===== src/rtl/dmem_arbiter.sv =====
// Round-robin arbiter sharing one dmem port between the CPU and the DMA/loader,
// with a tag pipeline that steers returning read data back to its owner.
module dmem_arbiter #(
    parameter int ADDR_W = 12,
    parameter int DATA_W = 32,
    parameter int RD_LAT = 1
) (
    input  logic              clock,
    input  logic              reset,
    input  logic              cpu_req,
    input  logic              cpu_wren,
    input  logic [ADDR_W-1:0] cpu_addr,
    input  logic [DATA_W-1:0] cpu_data,
    output logic              cpu_gnt,
    output logic              cpu_rvalid,
    output logic [DATA_W-1:0] cpu_q,
    input  logic              dma_req,
    input  logic              dma_wren,
    input  logic [ADDR_W-1:0] dma_addr,
    input  logic [DATA_W-1:0] dma_data,
    output logic              dma_gnt,
    output logic              dma_rvalid,
    output logic [DATA_W-1:0] dma_q,
    output logic [ADDR_W-1:0] mem_address,
    output logic [DATA_W-1:0] mem_data,
    output logic              mem_wren,
    input  logic [DATA_W-1:0] mem_q
);

    typedef enum logic {
        OWNER_CPU = 1'b0,
        OWNER_DMA = 1'b1
    } owner_t;

    owner_t            last_owner;
    logic              any_gnt;
    logic              gnt_wren;
    logic [RD_LAT-1:0] pipe_valid;
    logic [RD_LAT-1:0] pipe_owner;

    // On conflict the side that did not win last time gets the port; reset blocks all grants.
    always_comb begin
        cpu_gnt = 1'b0;
        dma_gnt = 1'b0;
        if (!reset) begin
            if (cpu_req && (!dma_req || last_owner == OWNER_DMA)) begin
                cpu_gnt = 1'b1;
            end else if (dma_req) begin
                dma_gnt = 1'b1;
            end
        end
    end

    assign any_gnt     = cpu_gnt | dma_gnt;
    assign gnt_wren    = dma_gnt ? dma_wren : cpu_wren;
    assign mem_address = dma_gnt ? dma_addr : cpu_addr;
    assign mem_data    = dma_gnt ? dma_data : cpu_data;
    assign mem_wren    = any_gnt & gnt_wren;

    always_ff @(posedge clock) begin
        if (reset) begin
            last_owner <= OWNER_DMA;
            pipe_valid <= '0;
            pipe_owner <= '0;
        end else begin
            if (any_gnt) begin
                last_owner <= dma_gnt ? OWNER_DMA : OWNER_CPU;
            end
            pipe_valid[0] <= any_gnt & ~gnt_wren;
            pipe_owner[0] <= dma_gnt;
            for (int i = 1; i < RD_LAT; i++) begin
                pipe_valid[i] <= pipe_valid[i-1];
                pipe_owner[i] <= pipe_owner[i-1];
            end
        end
    end

    // Reads still in flight when reset rises must never surface as rvalid.
    assign cpu_rvalid = ~reset & pipe_valid[RD_LAT-1] & ~pipe_owner[RD_LAT-1];
    assign dma_rvalid = ~reset & pipe_valid[RD_LAT-1] &  pipe_owner[RD_LAT-1];
    assign cpu_q      = mem_q;
    assign dma_q      = mem_q;

endmodule


===== config.mk =====
export PLATFORM = sky130hd
export DESIGN_NAME = dmem_arbiter
export DESIGN_NICKNAME = d
export VERILOG_FILES = /design/src/rtl/dmem_arbiter.sv
export SDC_FILE = /design/constraint.sdc
export NUM_CORES = 1
export LEC_CHECK = 0
export CORE_AREA = 2 2 93 95
export CTS_CLUSTER_DIAMETER = 30
export DETAILED_ROUTE_END_ITERATION = 10
export DIE_AREA = 0 0 95 97
export GPL_ROUTABILITY_DRIVEN = 0
export PLACE_DENSITY = 0.66
export SETUP_SLACK_MARGIN = 0.2
export SLEW_MARGIN = 20
export SYNTH_ARGS = -nofsm -noshare
export SYNTH_HDL_FRONTEND = slang
export SYNTH_SLANG_ARGS = --single-unit
export TNS_END_PERCENT = 20

===== constraint.sdc =====
create_clock -name clock -period 1.7 [get_ports clock]
set_input_delay 0.34 -clock clock [delete_from_list [all_inputs] [get_ports clock]]
set_output_delay 0.34 -clock clock [all_outputs]
set_load 0.005 [all_outputs]

======== Word-level counts from Yosys, hierarchy flattened ========
Index checks and enable logic that the tools add are counted.
word-level totals
  bits in registers ....................... 3
operators by class
  multiplexer cells ....................... 9
  bitwise logic cells ..................... 9
  reduce and logical (&&, ||, !) cells .... 3
operators by type and width
  cell               count
  2-to-1 mux 32 bit  1
  2-to-1 mux 12 bit  1
  2-to-1 mux 1 bit   7
  bitwise AND 1 bit  5
  inverter 1 bit     3
  logical AND 1 bit  1
  zero test 1 bit    1
  logical OR 1 bit   1
  OR 1 bit           1

======== Longest topological paths before layout ========
Gate-level depths: netlist of the first run.
  word-level depth ........................ 8
  gate-level depth with buffers ........... 4
  gate-level depth less buffers ........... 3

======== Worst setup path after synthesis of the first run ========
No wires, ideal clock.
  kind .................................... input-to-output
  start ................................... in dma_req
  end ..................................... out mem_address[10]
  stages on the path ...................... 4
  data required time ...................... 1360 ps
  buffers on the path ..................... 1
  data arrival time ....................... 1243 ps
  slack ................................... 117 ps
  path through ............................ a21bo_4 > nor2_8 > buf_12 > mux2_4
on the way
  longest elaborated chain between the ends .. 6
  elaborated cells on any way between the ends .. 7
  those cells by class .................... mux (4); reduce/logical (3)
ends and longest elaborated chain
  item                 line  source
  start: declaration   17    input logic dma_req,
  zero test 1 bit      46    if (cpu_req && (!dma_req || last_owner == OWNER_DMA)) begin
  logical OR 1 bit     46
  logical AND 1 bit    46
  2-to-1 mux 1 bit *   46
  2-to-1 mux 1 bit *   45    if (!reset) begin
  2-to-1 mux 12 bit *  56    assign mem_address = dma_gnt ? dma_addr : cpu_addr;
  end: declaration     24    output logic [ADDR_W-1:0] mem_address,
Mark *: on every way between the ends. The rest lies on a longest branch, timed or not.

======== Worst setup path in the final report of the first run ========
  start ................................... reg last_owner
  end ..................................... out mem_data[4]
on the way
  longest elaborated chain between the ends .. 5
ends and longest elaborated chain
  item                      line  source
  start: declaration        35    owner_t last_owner;
  start signal: assignment  67    last_owner <= dma_gnt ? OWNER_DMA : OWNER_CPU;
  logical OR 1 bit          46
  logical AND 1 bit         46
  2-to-1 mux 1 bit          46
  2-to-1 mux 1 bit          45
  2-to-1 mux 32 bit         57    assign mem_data = dma_gnt ? dma_data : cpu_data;
  end: declaration          25    output logic [DATA_W-1:0] mem_data,
No other way between the ends.

==> run metrics, run 1 <==
outcome=finished, violations left; failing checks=setup timing; DP Worst Slack=-0.8887 ns; CTS root buffer=clkbuf_8; Mapped Avg Cell Area=between 10 and 15 um^2; vias per cell=3.656; fmax=498.1 MHz; DIE AREA=~9200 um^2; area leader, netlist=mux2_4; Worst Path Required=1.36 ns; nets=359; synthesized netlist cell count=132; largest cells by area after synthesis=mux2_4 42%, buf_4 35%, buf_12 5.8%; Pre-antenna DRT Iters=2; CTS Buffer Depth=2; Static Leak=around 1.2 nW; Final Non-Filler Cells=between 300 and 400; overall routing resource usage=0.09124; I/O Buffers=142; I/O pin cnt=239; switch share=0.2270; Crit Path Class=register to output pin; hold slack=0.4884 ns; most common cell in the netlist=buf_4; Post-synth ARST share=0; CP Capture Type=output pin; DRC Markers=0; share of layout cells above drive strength 1=0.5345; Synth warnings=0; Fillers=between 800 and 900; Post-CTS Hold Fix Bufs=0; post-synthesis sequential area ratio=0.04344; Tmin final=2.008 ns; CTS tree=yes; htree depth=1; Setup Skew=a little under 0.002 ns; synth cell count leaders=64 x buf_4, 39 x mux2_4, 5 x mux2_2; critical path fanouts, max=8; Post-synth EDFFs=0; Remaining Overflow, GRT=0; Vias=1232; Final Util=0.3332; post-synth top area share=0.4235; clock buffer count from CTS=3; Syn Nets=approximately 260; die height=97 um; Clock Latency Late Sink=roughly 0.21 ns; final wirelength=about 4700 um; Int Power=0.7359 mW; initial antenna violation count=0; initial DRC count=9; post-route ant nets=0; crit path DAT=approximately 1.7 ns; final worst path period share=1.181; first-pass GRT wire length=6617 um; vias in the first global route=approximately 1.3k; final hold violation count=0; placed insts=319; largest net degree at the start of global routing=9; Final setup viols=45; clock share of power=0.210; Sequential Power Share=0.082; max-cap viol count=0; Logic pwr share=0.708; Tot Pwr=0.9519 mW; power per cell area=351.2 nW/um^2; Die Span X=95 um; synthesized cell area=~1400 um^2; std cell rows=33; DR WL/cell=14.06 um; worst slew pin tran=0.2185 ns; Top FF cell, synth=dfxtp_1; sw power=approximately 0.22 mW; RSZ-0062 raised after global routing=true; Max Slew Vio Count=0; Num Clock Sinks=3; Std-Cell Core Area=8134 um^2; Area Overhead vs Synth=96.02%; Initial Util=0.1700; post-synthesis register bit count=3; synth unique cells=19; antenna cells=0; worst hold path class=input port to register; Startpoint Class=register; Slew headroom=0.8543; Max IR drop VDD=around 0.16 mV; PnR worst setup slack=-0.3076 ns; Clk pin slew, worst setup/hold paths=0.03 ns; HPWL Detailed=3748 um
==> per-stage QoR <==
step | instance area [um^2] | TNS [ns]
CTS | 2729 | -13.97
detailed placement | 2450 | -39.70
global placement | 2450 | -39.18
finish | 2710 | -10.36
global route | 2710 | -12.87
floorplan | 1383 | 0
==> worst max-delay path, cell delays in order, from the launching register on <==
cell and delay [ns]:
dfxtp_2 0.31, a21bo_4 0.23, nor2_8 0.15, buf_6 0.12, buf_12 0.09, buf_16 0.13
mux2_4 0.31, buf_6 0.12
==> cells in the final DEF (no fill, tap or decap), types with 3 or more instances in the layout <==
master	instances
buf_16	3
clkbuf_2	12
buf_4	8
buf_12	3
buf_6	40
clkdlybuf4s50_1	91
mux2_4	44
clkbuf_8	3
buf_2	4
==> flip-flops by register name, indices dropped and copies added (netlist names) <==
signal	flops
last_owner	1
pipe_owner	1
pipe_valid	1
==> cell type report <==
class / count / area (um^2) / area share
repair buffers: 165 / 1694 / 0.6251
multi-input cells: 60 / 778.2 / 0.2872
well taps: 105 / 131.4 / 0.04848
flip-flops and latches: 3 / 61.31 / 0.02262
clock buffers: 4 / 45.04 / 0.01662
==> cell families (layout without fill, tap and decap cells) <==
kind of cell | Yosys count | count (layout) | share of synthesized area
compound gates | 4 | 4 | 0.02443
buf+inv | 69 | 169 | 0.4090
mux | 44 | 44 | 0.4642
flops | 3 | 3 | 0.04344
simple gates | 12 | 12 | 0.05884
==> worst paths after layout <==
kind         startpoint           to  slack (ns)  cells past startpoint
max          last_owner  mem_data[4]       -0.31                      7
min             dma_req   last_owner        0.49                      4
max reg2reg  last_owner   pipe_valid        0.56                      6
min reg2reg  last_owner   pipe_owner        0.67                      3
==> metal layers <==
| layer | vias up | track usage | part of all wire |
|---|---|---|---|
| li1 | 584 | - | - |
| met1 | 558 | 0.08160 | 0.32 |
| met3 | 10 | 0.03660 | 0.15 |
| met2 | 80 | 0.1773 | 0.52 |
| met4 | 0 | 0.03344 | 0.010 |
| met5 | - | 0 | 0 |
==> power by group through the flow <==
stage               Combinational (mW)  Clock, mW  Sequential (mW)
detailed placement               0.614          0           0.0792
CTS                              0.682      0.205           0.0785
global route                     0.714      0.213           0.0790
finish                           0.674      0.200           0.0784
global placement                 0.610          0           0.0789
floorplan                        0.334          0           0.0786
==> repair_timing <==
item                                    CTS  global route
setup buffers                            10             1
endpoints found under the setup margin   49            49
resized for setup                       221            20
cloned                                    3             0
pin swaps                                 4             5
No activity file was read; power rests on OpenSTA's default activity.
==> run 2, diff against run 1 <==
Settings changed: TNS_END_PERCENT 20 to 30.
==> results of run 2 <==
Same layout as run 1: the final DEF is identical, and so are final timing and power.
==> run 3, diff against run 2 <==
Settings changed: PLACE_DENSITY 0.66 to unset, PLACE_DENSITY_LB_ADDON set to 0.05.
==> run 3 against run 2 <==
The run still ends with setup timing left. Maximum frequency fell by 4.6%. Die area did not move. Cell area rose by 5.1%. Via count rose by 7.5%. Critical path type unchanged. Largest power group unchanged.
==> run metrics, run 3 (synthesis gave the netlist of run 1 again) <==
outcome=finished, violations left; failing checks=setup timing; CTS tree=yes; most common cell after layout, fill and taps aside=clkdlybuf4s50_1; final worst path period share=1.237; Crit Path Class=register to output pin; Tmin final=2.104 ns; CTS root buffer=clkbuf_8; std cell rows=33; vias per cell=about 3.8; critical path fanouts, max=8; Pre-antenna DRT Iters=3; htree depth=1; Worst Path Required=1.36 ns; DRC Markers=0; Int Power=0.7584 mW; final wirelength=between 5000 and 6000 um; Logic pwr share=0.711; Slew headroom=0.8577; max-cap viol count=0; sw power=0.2345 mW; Vias=1324; most frequent cells in the layout=91 x clkdlybuf4s50_1, 44 x mux2_4, 40 x buf_6, 19 x clkbuf_2, 11 x buf_4; PnR worst setup slack=-0.4036 ns; power per cell area=between 300 and 400 nW/um^2; Remaining Overflow, GRT=0; switch share=0.2361; Sequential Power Share=0.079; hold slack=just over 0.4 ns; placed insts=319; I/O pin cnt=between 200 and 250; DIE AREA=9215 um^2; overall routing resource usage=0.1106; nets=372; fmax=475.4 MHz; CP Capture Type=output pin; Final setup viols=45; crit path DAT=approximately 1.8 ns; RSZ-0062 raised after global routing=true; share of layout cells above drive strength 1=0.5551; Area Overhead vs Synth=106.0%; Post-CTS Hold Fix Bufs=0; Die Span X=95 um; Max IR drop VDD=roughly 0.3 mV; Fillers=828; Clk pin slew, worst setup/hold paths=roughly 0.030 ns; clock share of power=0.211; vias in the first global route=between 1k and 1.5k; Hold Crit Depth=3; first-pass GRT wire length=7707 um; Std-Cell Core Area=8134 um^2; Final Non-Filler Cells=350; antenna cells=0; Initial Util=0.1700; die height=between 90 and 100 um; worst slew pin tran=0.2134 ns; biggest regs=last_owner x1, pipe_owner x1, pipe_valid x1; I/O Buffers=142; worst hold path class=input port to register; largest net degree at the start of global routing=12; post-route ant nets=0; R2R cell count=4; Setup Skew=0.0004535 ns; Tot Pwr=0.9929 mW; Startpoint Class=register; Clock Latency Late Sink=0.22 ns; Post-DP Area=2475 um^2; Max Slew Vio Count=0; initial DRC count=8; Num Clock Sinks=3; HPWL Detailed=4731 um; DR WL/cell=about 17 um; clock buffer count from CTS=3; final hold violation count=0; initial antenna violation count=2; CTS Buffer Depth=2; fin area=2848 um^2; Static Leak=1.286 nW
-- run 3: cell count changes in the layout (fill, tap and decap cells not counted) --
cell,delta
buf_12,+4
buf_16,-1
buf_2,-1
buf_4,+3
buf_8,-1
clkbuf_16,+2
clkbuf_2,+7
nand2_1,+1
nand2_2,-1
-- run 3: per-layer routing --
metal | part of all wire | global-route usage | wire length (um) | vias to the layer above
li1 | - | - | - | 609
met1 | 0.32 | 0.09995 | 1927 | 585
met2 | 0.48 | 0.1980 | 2856 | 94
met3 | 0.17 | 0.06386 | 1009 | 32
met4 | 0.026 | 0.04459 | 156 | 4
met5 | 0.0044 | 0 | 26 | -
-- run 3: critical path, stage by stage (launching register included) --
cell     delay, ns
dfxtp_2       0.31
a21bo_4       0.22
nor2_8        0.12
buf_12        0.13
buf_12        0.10
buf_16        0.12
buf_8         0.12
mux2_4        0.30
buf_6         0.11
-- run 3: path summary, 6_finish.rpt --
path	startpoint	endpoint	slack, ns
worst min register to register	last_owner	last_owner	0.61
worst max register to register	last_owner	pipe_valid	0.56
worst max-delay path	last_owner	mem_data[16]	-0.40
worst min-delay path	dma_req	last_owner	0.41
-- run 3: per-stage QoR --
stage | setup WS, ns | utilization | setup TNS (ns)
after floorplan | 0.1168 | - | 0
after global placement | -0.9179 | 0.3043 | -40.54
after detailed placement | -0.9652 | 0.3043 | -42.46
after CTS | -0.4744 | 0.3418 | -16.99
after global routing | -0.4727 | 0.3501 | -15.68
final | -0.4036 | 0.3501 | -12.96
-- run 3: cell type report --
type / instances / area [um^2] / area share
clock buffers: 4 / 45.04 / 0.01582
well taps: 105 / 131.4 / 0.04613
multi-input cells: 60 / 775.7 / 0.2724
flip-flops and latches: 3 / 61.31 / 0.02153
repair buffers: 178 / 1834 / 0.6441
-- run 3: what timing repair did --
| item | CTS | global route |
|---|---|---|
| pin swaps | 3 | 3 |
| gates resized for setup | 173 | 53 |
| endpoints found under the setup margin | 50 | 49 |
| gates cloned | 2 | 2 |
| buffers inserted | 18 | 5 |
-- run 3: power groups by stage --
stage	Sequential, mW	Combinational [mW]	Clock (mW)
2_1_floorplan	0.0786	0.334	0
3_3_place_gp	0.0787	0.624	0
3_5_place_dp	0.0788	0.627	0
4_1_cts	0.0784	0.681	0.214
5_1_grt	0.0790	0.745	0.213
6_report	0.0784	0.705	0.209
